$ cat config.mk
export PLATFORM = sky130hd
export DESIGN_NAME = alu_sequencer_flat
export DESIGN_NICKNAME = d
export VERILOG_FILES = /design/src/rtl/aardvark_pkg.sv /design/src/rtl/alu_sequencer_if.sv /design/src/rtl/alu_sequencer_opcode_decoder.sv /design/src/rtl/alu_sequencer.sv /design/src/flat_wrapper.sv
export SDC_FILE = /design/constraint.sdc
export NUM_CORES = 1
export LEC_CHECK = 0
export ABC_AREA = 1
export CAP_MARGIN = 10
export CORE_MARGIN = 2
export CORE_UTILIZATION = 45
export DETAILED_ROUTE_END_ITERATION = 16
export PLACE_DENSITY = 0.75
export SYNTH_ARGS = -nofsm -noshare
export SYNTH_HDL_FRONTEND = slang
export SYNTH_SLANG_ARGS = --single-unit
export TNS_END_PERCENT = 5
$ cat constraint.sdc
create_clock -name clk -period 1.7 [get_ports clk]
set_input_delay 0.255 -clock clk [delete_from_list [all_inputs] [get_ports clk]]
set_output_delay 0.255 -clock clk [all_outputs]
set_load 0.01 [all_outputs]
$ cat src/rtl/aardvark_pkg.sv
// Shared definitions for the aardvark multi-cycle core: opcodes, ALU control
// codes, sequencer states and instruction classes.
package aardvark_pkg;

    localparam logic [3:0] OP_ADD  = 4'h0;
    localparam logic [3:0] OP_NAND = 4'h1;
    localparam logic [3:0] OP_SHL  = 4'h2;
    localparam logic [3:0] OP_SHR  = 4'h3;
    localparam logic [3:0] OP_ADDI = 4'h4;
    localparam logic [3:0] OP_SLT  = 4'h5;
    localparam logic [3:0] OP_BEQ  = 4'h6;
    localparam logic [3:0] OP_BLT  = 4'h7;
    localparam logic [3:0] OP_LW   = 4'h8;
    localparam logic [3:0] OP_SW   = 4'h9;
    localparam logic [3:0] OP_JMP  = 4'hA;
    localparam logic [3:0] OP_HALT = 4'hF;

    typedef enum logic [2:0] {
        ALU_IDLE = 3'b000,
        ALU_ADD  = 3'b001,
        ALU_NAND = 3'b010,
        ALU_CMP  = 3'b011,
        ALU_SHL  = 3'b100,
        ALU_SHR  = 3'b101,
        ALU_EQ   = 3'b110,
        ALU_ADDR = 3'b111
    } alu_ctrl_e;

    typedef enum logic [2:0] {
        ST_FETCH,
        ST_DECODE,
        ST_EXEC,
        ST_MEM,
        ST_WB,
        ST_HALT
    } seq_state_e;

    typedef enum logic [2:0] {
        CLS_R,
        CLS_SLT,
        CLS_BR,
        CLS_JMP,
        CLS_MEM_LD,
        CLS_MEM_ST,
        CLS_HALT,
        CLS_ILL
    } instr_class_e;

    typedef struct packed {
        alu_ctrl_e    aluCtrl;
        logic         srcImm;
        instr_class_e cls;
    } decode_t;

endpackage

$ cat src/rtl/alu_sequencer_if.sv
// Bundle of the fetch, ALU-control, memory and status signals between the
// sequencer (master) and the surrounding datapath/memories (slave).
interface alu_sequencer_if #(
    parameter int CNT_W = 16
);
    logic [7:0]       instr;
    logic             imem_req;
    logic             imem_ack;
    logic             alu_zero;
    logic             alu_slt;
    logic [2:0]       alu_ctrl;
    logic             alu_src_imm;
    logic             reg_we;
    logic             slt_we;
    logic             dmem_req;
    logic             dmem_we;
    logic             dmem_ack;
    logic             pc_inc;
    logic             pc_load;
    logic             illegal;
    logic             halted;
    logic [CNT_W-1:0] retired;

    modport master (
        input  instr, imem_ack, alu_zero, alu_slt, dmem_ack,
        output imem_req, alu_ctrl, alu_src_imm, reg_we, slt_we, dmem_req,
               dmem_we, pc_inc, pc_load, illegal, halted, retired
    );

    modport slave (
        output instr, imem_ack, alu_zero, alu_slt, dmem_ack,
        input  imem_req, alu_ctrl, alu_src_imm, reg_we, slt_we, dmem_req,
               dmem_we, pc_inc, pc_load, illegal, halted, retired
    );
endinterface

$ cat src/rtl/alu_sequencer_opcode_decoder.sv
// Pure combinational opcode decode: ALU control code, immediate select and
// the instruction class that steers the sequencer through its states.
module opcode_decoder
    import aardvark_pkg::*;
(
    input  logic [3:0] opcode_i,
    output decode_t    decode_o
);

    always_comb begin
        decode_o = '{aluCtrl: ALU_IDLE, srcImm: 1'b0, cls: CLS_ILL};
        case (opcode_i)
            OP_ADD:  decode_o = '{aluCtrl: ALU_ADD,  srcImm: 1'b0, cls: CLS_R};
            OP_NAND: decode_o = '{aluCtrl: ALU_NAND, srcImm: 1'b0, cls: CLS_R};
            OP_SHL:  decode_o = '{aluCtrl: ALU_SHL,  srcImm: 1'b0, cls: CLS_R};
            OP_SHR:  decode_o = '{aluCtrl: ALU_SHR,  srcImm: 1'b0, cls: CLS_R};
            OP_ADDI: decode_o = '{aluCtrl: ALU_ADD,  srcImm: 1'b1, cls: CLS_R};
            OP_SLT:  decode_o = '{aluCtrl: ALU_CMP,  srcImm: 1'b0, cls: CLS_SLT};
            OP_BEQ:  decode_o = '{aluCtrl: ALU_EQ,   srcImm: 1'b0, cls: CLS_BR};
            OP_BLT:  decode_o = '{aluCtrl: ALU_CMP,  srcImm: 1'b0, cls: CLS_BR};
            OP_LW:   decode_o = '{aluCtrl: ALU_ADDR, srcImm: 1'b1, cls: CLS_MEM_LD};
            OP_SW:   decode_o = '{aluCtrl: ALU_ADDR, srcImm: 1'b1, cls: CLS_MEM_ST};
            OP_JMP:  decode_o = '{aluCtrl: ALU_IDLE, srcImm: 1'b0, cls: CLS_JMP};
            OP_HALT: decode_o = '{aluCtrl: ALU_IDLE, srcImm: 1'b0, cls: CLS_HALT};
            default: decode_o = '{aluCtrl: ALU_IDLE, srcImm: 1'b0, cls: CLS_ILL};
        endcase
    end

endmodule

$ cat src/rtl/alu_sequencer.sv
// Multi-cycle FETCH/DECODE/EXEC/MEM/WB sequencer driving the 8-bit ALU,
// register file strobes, data memory handshake and PC control.
module alu_sequencer
    import aardvark_pkg::*;
#(
    parameter int CNT_W = 16
) (
    input  logic            clk,
    input  logic            reset,
    alu_sequencer_if.master bus
);

    seq_state_e       state_q, state_d;
    logic [3:0]       opcode_q, opcode_d;
    logic             imemReq_q, imemReq_d;
    logic             pcInc_q, pcInc_d;
    logic [CNT_W-1:0] retired_q, retired_d;

    decode_t   dec;
    alu_ctrl_e aluCtrl;
    logic      srcImm;
    logic      regWe, sltWe, dmemReq, dmemWe, pcLoad, illegal, halted, retire;

    // Register fields are consumed by the datapath, not by the sequencer.
    logic unusedOperandBits;
    assign unusedOperandBits = ^bus.instr[3:0];

    opcode_decoder uDecoder (
        .opcode_i (opcode_q),
        .decode_o (dec)
    );

    always_ff @(posedge clk) begin
        if (reset) begin
            state_q   <= ST_FETCH;
            opcode_q  <= '0;
            imemReq_q <= 1'b0;
            pcInc_q   <= 1'b0;
            retired_q <= '0;
        end else begin
            state_q   <= state_d;
            opcode_q  <= opcode_d;
            imemReq_q <= imemReq_d;
            pcInc_q   <= pcInc_d;
            retired_q <= retired_d;
        end
    end

    always_comb begin
        state_d  = state_q;
        opcode_d = opcode_q;
        pcInc_d  = 1'b0;
        retire   = 1'b0;
        aluCtrl  = ALU_IDLE;
        srcImm   = 1'b0;
        regWe    = 1'b0;
        sltWe    = 1'b0;
        dmemReq  = 1'b0;
        dmemWe   = 1'b0;
        pcLoad   = 1'b0;
        illegal  = 1'b0;
        halted   = 1'b0;

        case (state_q)
            ST_FETCH: begin
                if (imemReq_q && bus.imem_ack) begin
                    opcode_d = bus.instr[7:4];
                    pcInc_d  = 1'b1;
                    state_d  = ST_DECODE;
                end
            end
            ST_DECODE: begin
                aluCtrl = dec.aluCtrl;
                srcImm  = dec.srcImm;
                if (dec.cls == CLS_ILL) begin
                    illegal = 1'b1;
                    retire  = 1'b1;
                    state_d = ST_FETCH;
                end else begin
                    state_d = ST_EXEC;
                end
            end
            ST_EXEC: begin
                aluCtrl = dec.aluCtrl;
                srcImm  = dec.srcImm;
                case (dec.cls)
                    CLS_R:      state_d = ST_WB;
                    CLS_SLT: begin
                        sltWe   = bus.alu_slt;
                        retire  = 1'b1;
                        state_d = ST_FETCH;
                    end
                    CLS_BR: begin
                        pcLoad  = bus.alu_zero;
                        retire  = 1'b1;
                        state_d = ST_FETCH;
                    end
                    CLS_JMP: begin
                        pcLoad  = 1'b1;
                        retire  = 1'b1;
                        state_d = ST_FETCH;
                    end
                    CLS_MEM_LD, CLS_MEM_ST: state_d = ST_MEM;
                    CLS_HALT: begin
                        retire  = 1'b1;
                        state_d = ST_HALT;
                    end
                    default:    state_d = ST_FETCH;
                endcase
            end
            ST_MEM: begin
                aluCtrl = dec.aluCtrl;
                srcImm  = dec.srcImm;
                dmemReq = 1'b1;
                dmemWe  = (dec.cls == CLS_MEM_ST);
                if (bus.dmem_ack) begin
                    if (dec.cls == CLS_MEM_ST) begin
                        retire  = 1'b1;
                        state_d = ST_FETCH;
                    end else begin
                        state_d = ST_WB;
                    end
                end
            end
            ST_WB: begin
                aluCtrl = dec.aluCtrl;
                srcImm  = dec.srcImm;
                regWe   = 1'b1;
                retire  = 1'b1;
                state_d = ST_FETCH;
            end
            ST_HALT: halted = 1'b1;
            default: state_d = ST_FETCH;
        endcase

        // Fetch request is registered so acks never reach outputs combinationally.
        imemReq_d = (state_d == ST_FETCH);
        retired_d = retire ? retired_q + {{(CNT_W-1){1'b0}}, 1'b1} : retired_q;
    end

    assign bus.imem_req    = imemReq_q;
    assign bus.pc_inc      = pcInc_q;
    assign bus.retired     = retired_q;
    assign bus.alu_ctrl    = aluCtrl;
    assign bus.alu_src_imm = srcImm;
    assign bus.reg_we      = regWe;
    assign bus.slt_we      = sltWe;
    assign bus.dmem_req    = dmemReq;
    assign bus.dmem_we     = dmemWe;
    assign bus.pc_load     = pcLoad;
    assign bus.illegal     = illegal;
    assign bus.halted      = halted;

endmodule

$ cat src/flat_wrapper.sv
// flat-port wrapper written by rule: the top's interface ports become plain ports
module alu_sequencer_flat import aardvark_pkg::*;
#(
    parameter int CNT_W = 16
)
  (clk, reset, bus_instr, bus_imem_ack, bus_alu_zero, bus_alu_slt, bus_dmem_ack, bus_imem_req, bus_alu_ctrl, bus_alu_src_imm, bus_reg_we, bus_slt_we, bus_dmem_req, bus_dmem_we, bus_pc_inc, bus_pc_load, bus_illegal, bus_halted, bus_retired);
  alu_sequencer_if #(.CNT_W(CNT_W)) bus_i ();
  input  logic clk;
  input  logic reset;
  input wire logic [$bits(bus_i.instr)-1:0] bus_instr;
  input wire logic [$bits(bus_i.imem_ack)-1:0] bus_imem_ack;
  input wire logic [$bits(bus_i.alu_zero)-1:0] bus_alu_zero;
  input wire logic [$bits(bus_i.alu_slt)-1:0] bus_alu_slt;
  input wire logic [$bits(bus_i.dmem_ack)-1:0] bus_dmem_ack;
  output wire logic [$bits(bus_i.imem_req)-1:0] bus_imem_req;
  output wire logic [$bits(bus_i.alu_ctrl)-1:0] bus_alu_ctrl;
  output wire logic [$bits(bus_i.alu_src_imm)-1:0] bus_alu_src_imm;
  output wire logic [$bits(bus_i.reg_we)-1:0] bus_reg_we;
  output wire logic [$bits(bus_i.slt_we)-1:0] bus_slt_we;
  output wire logic [$bits(bus_i.dmem_req)-1:0] bus_dmem_req;
  output wire logic [$bits(bus_i.dmem_we)-1:0] bus_dmem_we;
  output wire logic [$bits(bus_i.pc_inc)-1:0] bus_pc_inc;
  output wire logic [$bits(bus_i.pc_load)-1:0] bus_pc_load;
  output wire logic [$bits(bus_i.illegal)-1:0] bus_illegal;
  output wire logic [$bits(bus_i.halted)-1:0] bus_halted;
  output wire logic [$bits(bus_i.retired)-1:0] bus_retired;
  assign bus_i.instr = bus_instr;
  assign bus_i.imem_ack = bus_imem_ack;
  assign bus_i.alu_zero = bus_alu_zero;
  assign bus_i.alu_slt = bus_alu_slt;
  assign bus_i.dmem_ack = bus_dmem_ack;
  assign bus_imem_req = bus_i.imem_req;
  assign bus_alu_ctrl = bus_i.alu_ctrl;
  assign bus_alu_src_imm = bus_i.alu_src_imm;
  assign bus_reg_we = bus_i.reg_we;
  assign bus_slt_we = bus_i.slt_we;
  assign bus_dmem_req = bus_i.dmem_req;
  assign bus_dmem_we = bus_i.dmem_we;
  assign bus_pc_inc = bus_i.pc_inc;
  assign bus_pc_load = bus_i.pc_load;
  assign bus_illegal = bus_i.illegal;
  assign bus_halted = bus_i.halted;
  assign bus_retired = bus_i.retired;
  alu_sequencer #(.CNT_W(CNT_W)) u_core (.clk(clk), .reset(reset), .bus(bus_i));
endmodule
==> flow_summary.toml <==
[cells_and_area]
antenna_cells = 0
fin_util_pct = 64.1
drive_above_1_share_pct = 21.7
fillers = 390
fin_nets = 380
syn2layout_area_growth_pct = 35.0

[timing]
hold_viol = 0
max_freq_ghz = 0.560
rsz0062_at_grt = "true"
skew_ns = 0.00156
whs_ns = 0.486
tns_ns = -0.0863
finalCriticalPeriod_ns = 1.79
fin_crit_sh_pct = 105
drv_slew = 0
timing.slew.headroom_pct = 75.7
finalSetupViolations = 1
setup_slack_ns = -0.0863
tightestPinTransition_ns = 0.363

[detailed_routing]
wire_per_inst_microns = 11.7
drtIter0Drc = 103
viasPerCell = 4.95
firstDrtPassIters = 4
final_antenna_net_count = 0
routed-via-count = 2031
remaining_drc_errors = 0
drt-total-wl_mm = 4.78

[worst_setup_path]
cp.required_ns = 1.44
critPathMaxFanout = 4
critPathArrivalTime_ns = 1.53
path_class = "flop to output port"
worstSetupStartpointType = "flop"
end_kind = "output port"

[logic_synthesis]
synth.area.top_cells = "dfxtp_1, nand2_1, nor2_1"
ys_warn_count = 0
yosysTopAreaCell = "dfxtp_1"
syn_avg_cell_area_sq_um = 6.54
netlist_instances = 297
synth_top_area_share_pct = 33.0
synthesis.area_sq_um = 1940
ys_types = 29
ys_seq_area_share_pct = 33.0
syn_nets = 317
ys_ff_latch = 32

[floorplanning]
die_h_microns = 69.7
core_area_sq_um = 4090
io_pins = 43
dieArea_sq_um = 4860
start_util_pct = 47.5
row_count = 23
die_w_microns = 69.7

[outcome]
outcome = "finished, violations left"
violations = "setup timing"

[clock_network]
clkTransAtPathRegs_ns = 0.07
cts_tree = "built"
hold_buffers = 0
clock_latency_ns = 0.28
root_buffer = "clkbuf_8"
cts_setup_buffers = 0
clk_path_buf_depth = 2
cts_made_buffers = 5
htreeDepth = 2
cts_sinks = 32

[global_route]
grt_use_total_pct = 20.4
grt_pass1_vias = 1877
grt_pass1_wl_mm = 8.03
antenna_found_initial = 0
grt_max_degree = 22
gr-total-overflow = 0

[min_path]
hp-class = "flop to flop"

[place]
dp_hpwl_mm = 3.57
portBuffers = 38
pre_cts_slack_ns = -0.131
gp_congestion = 0.962

[pwr]
ir_worst_vdd_uv = 431
power.leakage_nw = 1.17
power.density_nw_per_um2 = 668

[flow_run]
maxCapViolCount = 0
## worst max-delay path, stage by stage (launching register included)
cell,delay [ns]
dfxtp_4,0.38
inv_2,0.05
nand2_2,0.07
nor2_2,0.05
nor3_2,0.22
buf_4,0.17
nor2_1,0.04
dlygate4sd2_1,0.27
## power by group
part	switching (mW)	internal (mW)	total, mW
registers	0.0221	0.790	0.812
clock network	0.282	0.361	0.642
logic	0.163	0.135	0.298
total	0.467	1.29	1.75
## cells by family (layout without fill, tap and decap cells)
group	count (synthesis)	count (layout)	share of synthesized area [%]
fa+ha+maj	6	6	3.87
simple gates	188	188	43.9
buf+inv	42	105	9.28
flops	32	32	33.0
xor+xnor	3	3	1.35
compound gates	26	26	8.63
## flip-flops by register name, indices dropped and copies added (netlist names)
register,cells
u_core.uDecoder.decode_o,7
u_core.bus.retired,16
u_core.bus.imem_req,1
u_core.bus.pc_inc,1
u_core.state_q,3
u_core.opcode_q,4
## path summary, 6_finish.rpt
check / end / cells past startpoint / start / slack (ns)
worst min register to register: u_core.opcode_q[0] / 2 / u_core.opcode_q[0] / 0.49
worst min-delay path: u_core.opcode_q[0] / 2 / u_core.opcode_q[0] / 0.49
worst max-delay path: bus_alu_ctrl[0] / 7 / u_core.state_q[1] / -0.09
worst max register to register: u_core.uDecoder.decode_o[6] / 11 / u_core.state_q[1] / 0.10
## routing by layer
layer,GRT usage [%],vias up,part of all wire (%)
met2,37.3,54,50
met5,0,-,0
met1,22.8,903,43
met4,7.05,0,1.9
met3,5.38,9,4.7
li1,-,1065,-
## placed cells by master, fill, tap and decap left out, types with 2 or more instances in the layout
cell type,count
nand2_1,77
dfxtp_2,3
clkbuf_2,4
inv_1,31
nand4_1,11
nor2_2,9
clkbuf_8,7
a21oi_1,8
nand3_1,28
buf_4,21
nand2_2,11
xnor2_1,2
o21ai_1,3
nor3_1,2
nor2_4,2
ha_1,6
dfxtp_1,28
inv_2,5
clkdlybuf4s50_1,27
o21ai_0,5
dlygate4sd2_1,6
a21oi_2,9
nor2_1,43
## cell usage after synthesis
master,count
a21oi_1,8
a21oi_2,9
buf_1,1
buf_4,1
buf_6,1
buf_8,1
clkbuf_1,1
clkinv_1,1
dfxtp_1,32
ha_1,6
inv_1,32
inv_2,4
nand2_1,77
nand2_2,11
nand2_4,1
nand3_1,28
nand3_2,1
nand3b_1,1
nand4_1,11
nor2_1,45
nor2_2,7
nor2_4,2
nor3_1,3
nor4_1,1
o21ai_0,5
o21ai_1,3
o21ai_2,1
xnor2_1,2
xor2_1,1
## per-stage QoR
| step | power (mW) | area, sq um | std cells |
|---|---|---|---|
| 6_report | 1.75 | 2620 | 410 |
| 5_1_grt | 1.84 | 2620 | 410 |
| 4_1_cts | 1.76 | 2620 | 410 |
| 3_5_place_dp | 1.12 | 2530 | 403 |
| 3_3_place_gp | 1.12 | 2530 | 403 |
| 2_1_floorplan | 0.990 | 1940 | 297 |
## layout make-up
cell class / count / area [sq um] / area share, %
multi-input cells: 223 / 1130 / 43.2
flip-flops and latches: 32 / 648 / 24.7
repair buffers: 61 / 544 / 20.8
inverters: 37 / 139 / 5.30
clock buffers: 7 / 96.3 / 3.68
well taps: 50 / 62.6 / 2.39
## timing repair
action | 4_1_cts | 5_1_grt
cloned | 0 | 0
endpoints found under the setup margin | 11 | 8
resized for setup | 15 | 15
pin swaps | 0 | 1
Note: power is estimated with default switching activity, not from simulation.
